File: src/rtl/width_converter_nto8.sv
// width_converter_nto8
// Unpacks Width-bit TX queue words into a stream of bytes for the I3C TX path.
// A descriptor gives the transfer length in bytes; words are fetched one at a
// time and emitted little-endian (byte 0 = bits 7:0). Bytes of the final word
// beyond the transfer length are dropped, so a transfer consumes exactly
// ceil(len / (Width/8)) words.
//
// Ports:
//   clk_i, rst_ni                 clock, asynchronous active-low reset
//   desc_valid_i/desc_ready_o     descriptor handshake, desc_len_i = byte count
//   sink_valid_i/sink_ready_o     TX queue word handshake, sink_data_i = word
//   source_valid_o/source_ready_i byte handshake, source_data_o/source_last_o
//   abort_i                       synchronous abort, wins over any handshake
//   busy_o                        high whenever a transfer is in progress
//
// Width must be a multiple of 8 and at least 16.
module width_converter_nto8 #(
  parameter int Width    = 32,
  parameter int LenWidth = 16
) (
  input  logic                clk_i,
  input  logic                rst_ni,
  input  logic                desc_valid_i,
  output logic                desc_ready_o,
  input  logic [LenWidth-1:0] desc_len_i,
  input  logic                sink_valid_i,
  output logic                sink_ready_o,
  input  logic [Width-1:0]    sink_data_i,
  output logic                source_valid_o,
  input  logic                source_ready_i,
  output logic [7:0]          source_data_o,
  output logic                source_last_o,
  input  logic                abort_i,
  output logic                busy_o
);

  localparam int NumBytes = Width / 8;
  localparam int IdxWidth = $clog2(NumBytes);
  localparam logic [IdxWidth-1:0] LastIdx = IdxWidth'(NumBytes - 1);
  localparam logic [LenWidth-1:0] LenOne  = LenWidth'(1);

  typedef enum logic [1:0] {
    StIdle  = 2'd0,
    StFetch = 2'd1,
    StEmit  = 2'd2
  } state_e;

  state_e                state_r,     state_s;
  logic [LenWidth-1:0]   remaining_r, remaining_s;
  logic [IdxWidth-1:0]   index_r,     index_s;
  logic [Width-1:0]      word_r,      word_s;
  logic [7:0]            byte_s;

  // State and datapath registers.
  always_ff @(posedge clk_i or negedge rst_ni) begin
    if (!rst_ni) begin
      state_r     <= StIdle;
      remaining_r <= {LenWidth{1'b0}};
      index_r     <= {IdxWidth{1'b0}};
      word_r      <= {Width{1'b0}};
    end else begin
      state_r     <= state_s;
      remaining_r <= remaining_s;
      index_r     <= index_s;
      word_r      <= word_s;
    end
  end

  // Next-state logic; abort overrides every handshake in the same cycle.
  always_comb begin
    state_s     = state_r;
    remaining_s = remaining_r;
    index_s     = index_r;
    word_s      = word_r;
    if (abort_i) begin
      state_s     = StIdle;
      remaining_s = {LenWidth{1'b0}};
      index_s     = {IdxWidth{1'b0}};
      word_s      = {Width{1'b0}};
    end else begin
      case (state_r)
        StIdle: begin
          // A zero-length descriptor is accepted and simply dropped.
          if (desc_valid_i && (desc_len_i != {LenWidth{1'b0}})) begin
            remaining_s = desc_len_i;
            state_s     = StFetch;
          end else begin
            state_s     = StIdle;
          end
        end
        StFetch: begin
          if (sink_valid_i) begin
            word_s  = sink_data_i;
            index_s = {IdxWidth{1'b0}};
            state_s = StEmit;
          end else begin
            state_s = StFetch;
          end
        end
        StEmit: begin
          if (source_ready_i) begin
            remaining_s = remaining_r - LenOne;
            if (remaining_r == LenOne) begin
              // Final byte: leftover bytes of this word are discarded.
              state_s = StIdle;
              word_s  = {Width{1'b0}};
              index_s = {IdxWidth{1'b0}};
            end else if (index_r == LastIdx) begin
              state_s = StFetch;
            end else begin
              index_s = index_r + IdxWidth'(1);
              state_s = StEmit;
            end
          end else begin
            state_s = StEmit;
          end
        end
        default: begin
          state_s     = StIdle;
          remaining_s = {LenWidth{1'b0}};
          index_s     = {IdxWidth{1'b0}};
          word_s      = {Width{1'b0}};
        end
      endcase
    end
  end

  // Byte lane select from the held word, little-endian.
  always_comb begin
    byte_s = 8'h00;
    for (int i = 0; i < NumBytes; i++) begin
      if (index_r == IdxWidth'(i)) begin
        byte_s = word_r[i*8 +: 8];
      end else begin
        byte_s = byte_s;
      end
    end
  end

  // Handshake outputs depend only on the state register, never on inputs.
  assign desc_ready_o   = (state_r == StIdle);
  assign sink_ready_o   = (state_r == StFetch);
  assign source_valid_o = (state_r == StEmit);
  assign source_data_o  = (state_r == StEmit) ? byte_s : 8'h00;
  assign source_last_o  = (state_r == StEmit) && (remaining_r == LenOne);
  assign busy_o         = (state_r != StIdle);

endmodule

File: config.mk
export PLATFORM = sky130hd
export DESIGN_NAME = width_converter_nto8
export DESIGN_NICKNAME = d
export VERILOG_FILES = /design/src/rtl/width_converter_nto8.sv
export SDC_FILE = /design/constraint.sdc
export NUM_CORES = 1
export LEC_CHECK = 0
export BUFFER_PORTS_ARGS = -buffer_cell sky130_fd_sc_hd__buf_2
export CORE_UTILIZATION = 41
export CTS_CLUSTER_SIZE = 28
export DETAILED_ROUTE_END_ITERATION = 16
export SYNTH_ARGS = -nofsm -noshare
export SYNTH_HDL_FRONTEND = slang
export SYNTH_SLANG_ARGS = --single-unit
File: constraint.sdc
create_clock -name clk_i -period 2.4 [get_ports clk_i]
set_input_delay 0.48 -clock clk_i [delete_from_list [all_inputs] [get_ports clk_i]]
set_output_delay 0.48 -clock clk_i [all_outputs]
set_load 0.02 [all_outputs]
==> run metrics <==
GRT overflow 0; routed len/inst 15.1 um; RSZ-0062 raised after global routing yes; area occupied by multi-input gates 0.00171 sq mm; most frequent cells in the layout sky130_fd_sc_hd__buf_2, sky130_fd_sc_hd__dfrtp_1, sky130_fd_sc_hd__nand2_1; Max transition margin 63.9%; clock period minus worst slack 2.37 ns; initial core utilization between 40 and 50%; largest vdd supply drop 0.351 mV; ratio of cells with drive above 1 in the final layout 28.9%; number of slew-limit violations in the final report 0; synthesis-to-layout area growth 24.3%; DRT Wirelength 7950 um; number of inserted diodes 0; Vias per Instance 5.24; Root Buffer Master sky130_fd_sc_hd__clkbuf_8; H-Tree Level Count 2; Port Buf Inserts 66; maximum number of buffers from clock root to sink 2; share of the clock period used by the worst path a little over nine tenths; Synth top area share 41.5%; total clock sinks 52; die footprint 0.00800 sq mm; CTS clk-pin slew, worst paths approximately 0.1 ns; proportion of synthesized flip-flops having asynchronous set or reset 100%; mean instance size in the synthesized netlist 8.86 sq um; total nets after synthesis about 410; Max Cap Viol 0; GP Congestion 0.866; number of distinct standard cells referenced by the synthesized netlist 51; timing-limited maximum frequency ~420 MHz; Global Route Usage Sum 20.7%; final antenna-violating net count 0; area of the core region 0.00733 sq mm; post-DP HPWL 5670 um; arrival time reported for the critical path endpoint 1.89 ns; sequential-to-total area share from yosys stat 41.5%; number of enable-type register cells in the synthesized netlist 0; worst path required time 1.92 ns; largest net degree at the start of global routing 53; count of boundary I/O pins 67; Cells after Synth 354; Most used DFF post-synth sky130_fd_sc_hd__dfrtp_1; Placed Instances about 510; number of nets in the layout 485; global-route wire length before repair between 10000 and 15000 um; Fillers 703; type of the setup path with the least slack reg2out; total of endpoints with negative setup slack in the final report 0; number of storage elements in the synthesis netlist 52; number of DRC markers in iteration 0 184; power per standard cell area 572 mW/mm^2; most frequent standard cell in the layout excluding fill and tap cells sky130_fd_sc_hd__buf_2; Clk Latency, worst-skew pair 0.31 ns; Worst Setup End Kind output port; setup clock skew after layout between 0.01 and 0.015 ns; largest area contributor in the synthesized netlist sky130_fd_sc_hd__dfrtp_1; number of buffers created by CTS 5; antenna violations before repair 0; Power, Total roughly 2.2 mW; Worst Hold Class in2async; synthesized cell area ~0.0031 sq mm; Warnings, synthesis 0; storage element area 0.00130 sq mm; Leak Pwr 1.78 nW; Die W ~90 um; TritonRoute pass-1 iters 4; number of failing hold endpoints at the final stage 0; top fanout value on the critical path 8; TritonCTS clock tree done; cell types occupying the most area after synthesis sky130_fd_sc_hd__dfrtp_1, sky130_fd_sc_hd__mux2i_1, sky130_fd_sc_hd__inv_1; Die Span Y slightly below 90 um; measured slew at the worst slew-check pin 0.542 ns; number of remaining DRC errors 0; number of cell rows 31; via count of the first global-routing pass 2450; non-filler cells, final 525; crit path launch type flop; detailed-route via count around 2800; result of the run completed
[metrics by stage]
stage | hold WS, ns | TNS, ns | utilization [%] | setup WS (ns) | instance area [sq um]
6_report | 0.138 | 0 | 53.2 | 0.0309 | 3900
5_1_grt | 0.165 | -0.414 | 53.2 | -0.0624 | 3900
3_3_place_gp | 0.492 | 0 | 49.0 | 0.0989 | 3590
2_1_floorplan | 0.184 | 0 | - | 0.154 | 3140
4_1_cts | 0.158 | -0.00160 | 51.0 | -0.00160 | 3740
3_5_place_dp | 0.495 | 0 | 49.0 | 0.0639 | 3590
[final cells by class]
class | instances | area share, %
Multi-Input combinational cell | 240 | 43.8
Sequential cell | 52 | 33.4
Timing Repair Buffer | 84 | 13.0
Inverter | 42 | 4.11
Tap cell | 99 | 3.18
Clock buffer | 5 | 1.77
Clock inverter | 3 | 0.706
[flip-flops by register name, summed over array words and instances, names as in the netlist]
name / flops
word_r: 32
remaining_r: 16
index_r: 2
state_r: 2
[where the power goes]
group	internal [mW]	total (mW)	switching, mW
logic	0.282	0.674	0.392
clock network	0.215	0.530	0.316
registers	0.948	1.03	0.0784
[cells in the mapped netlist, types with 2 or more instances]
cell type,n
sky130_fd_sc_hd__dfrtp_1,52
sky130_fd_sc_hd__inv_1,42
sky130_fd_sc_hd__nand2_1,42
sky130_fd_sc_hd__mux2i_1,36
sky130_fd_sc_hd__nor2_1,32
sky130_fd_sc_hd__a21oi_1,18
sky130_fd_sc_hd__o21ai_1,14
sky130_fd_sc_hd__clkbuf_1,13
sky130_fd_sc_hd__a211oi_1,8
sky130_fd_sc_hd__o21ai_0,8
sky130_fd_sc_hd__a221oi_1,7
sky130_fd_sc_hd__ha_1,6
sky130_fd_sc_hd__nor3_1,6
sky130_fd_sc_hd__nor4_1,6
sky130_fd_sc_hd__o31ai_1,6
sky130_fd_sc_hd__a22oi_1,5
sky130_fd_sc_hd__a31oi_1,4
sky130_fd_sc_hd__nand2b_1,4
sky130_fd_sc_hd__buf_2,3
sky130_fd_sc_hd__buf_6,3
sky130_fd_sc_hd__nor2b_1,3
sky130_fd_sc_hd__a41oi_1,2
sky130_fd_sc_hd__and2_1,2
sky130_fd_sc_hd__and3_1,2
sky130_fd_sc_hd__and3b_1,2
sky130_fd_sc_hd__nand4_1,2
sky130_fd_sc_hd__o22ai_1,2
[layer usage]
| layer | vias up | global-route usage [%] | routed length (um) |
|---|---|---|---|
| met5 | - | 0 | 0 |
| met4 | 0 | 4.62 | 55 |
| met3 | 6 | 3.60 | 277 |
| met2 | 53 | 29.8 | 3470 |
| met1 | 1325 | 32.3 | 4150 |
| li1 | 1368 | - | - |
[path summary, 6_finish.rpt]
check / slack, ns / from / cells past startpoint / to
min in group clk_i: 0.39 / sink_data_i[14] / 3 / word_r[14]
hold / removal: 0.14 / rst_ni / 2 / remaining_r[7]
setup reg to reg: 0.31 / remaining_r[0] / 7 / remaining_r[14]
setup / recovery: 0.03 / index_r[0] / 8 / source_data_o[4]
hold reg to reg: 0.52 / remaining_r[14] / 2 / remaining_r[14]
max in group asynchronous: 1.97 / rst_ni / 2 / remaining_r[3]
[worst max-delay path, cell delays in order, from the launching register on]
cell and delay (ns):
sky130_fd_sc_hd__dfrtp_2 0.46, sky130_fd_sc_hd__ha_4 0.19, sky130_fd_sc_hd__buf_8 0.13, sky130_fd_sc_hd__buf_4 0.13
sky130_fd_sc_hd__a221oi_2 0.25, sky130_fd_sc_hd__a211oi_2 0.07, sky130_fd_sc_hd__a21oi_1 0.12, sky130_fd_sc_hd__nor2_1 0.07
sky130_fd_sc_hd__buf_4 0.16
[logic make-up after synthesis]
kind of cell    after synthesis  share of synthesized area [%]
flops                        52                           41.5
mux                          37                           12.0
buf+inv                      62                           8.26
fa+ha+maj                     6                           2.39
simple gates                114                           18.3
xor+xnor                      1                          0.279
compound gates               82                           17.3
[repair_timing]
item | in CTS | in global routing
pin swaps | 5 | 16
hold buffers | 0 | 0
gates resized for setup | 10 | 28
setup endpoints to repair | 9 | 9
setup buffers | 3 | 5
(Power assumes the default switching activity.)
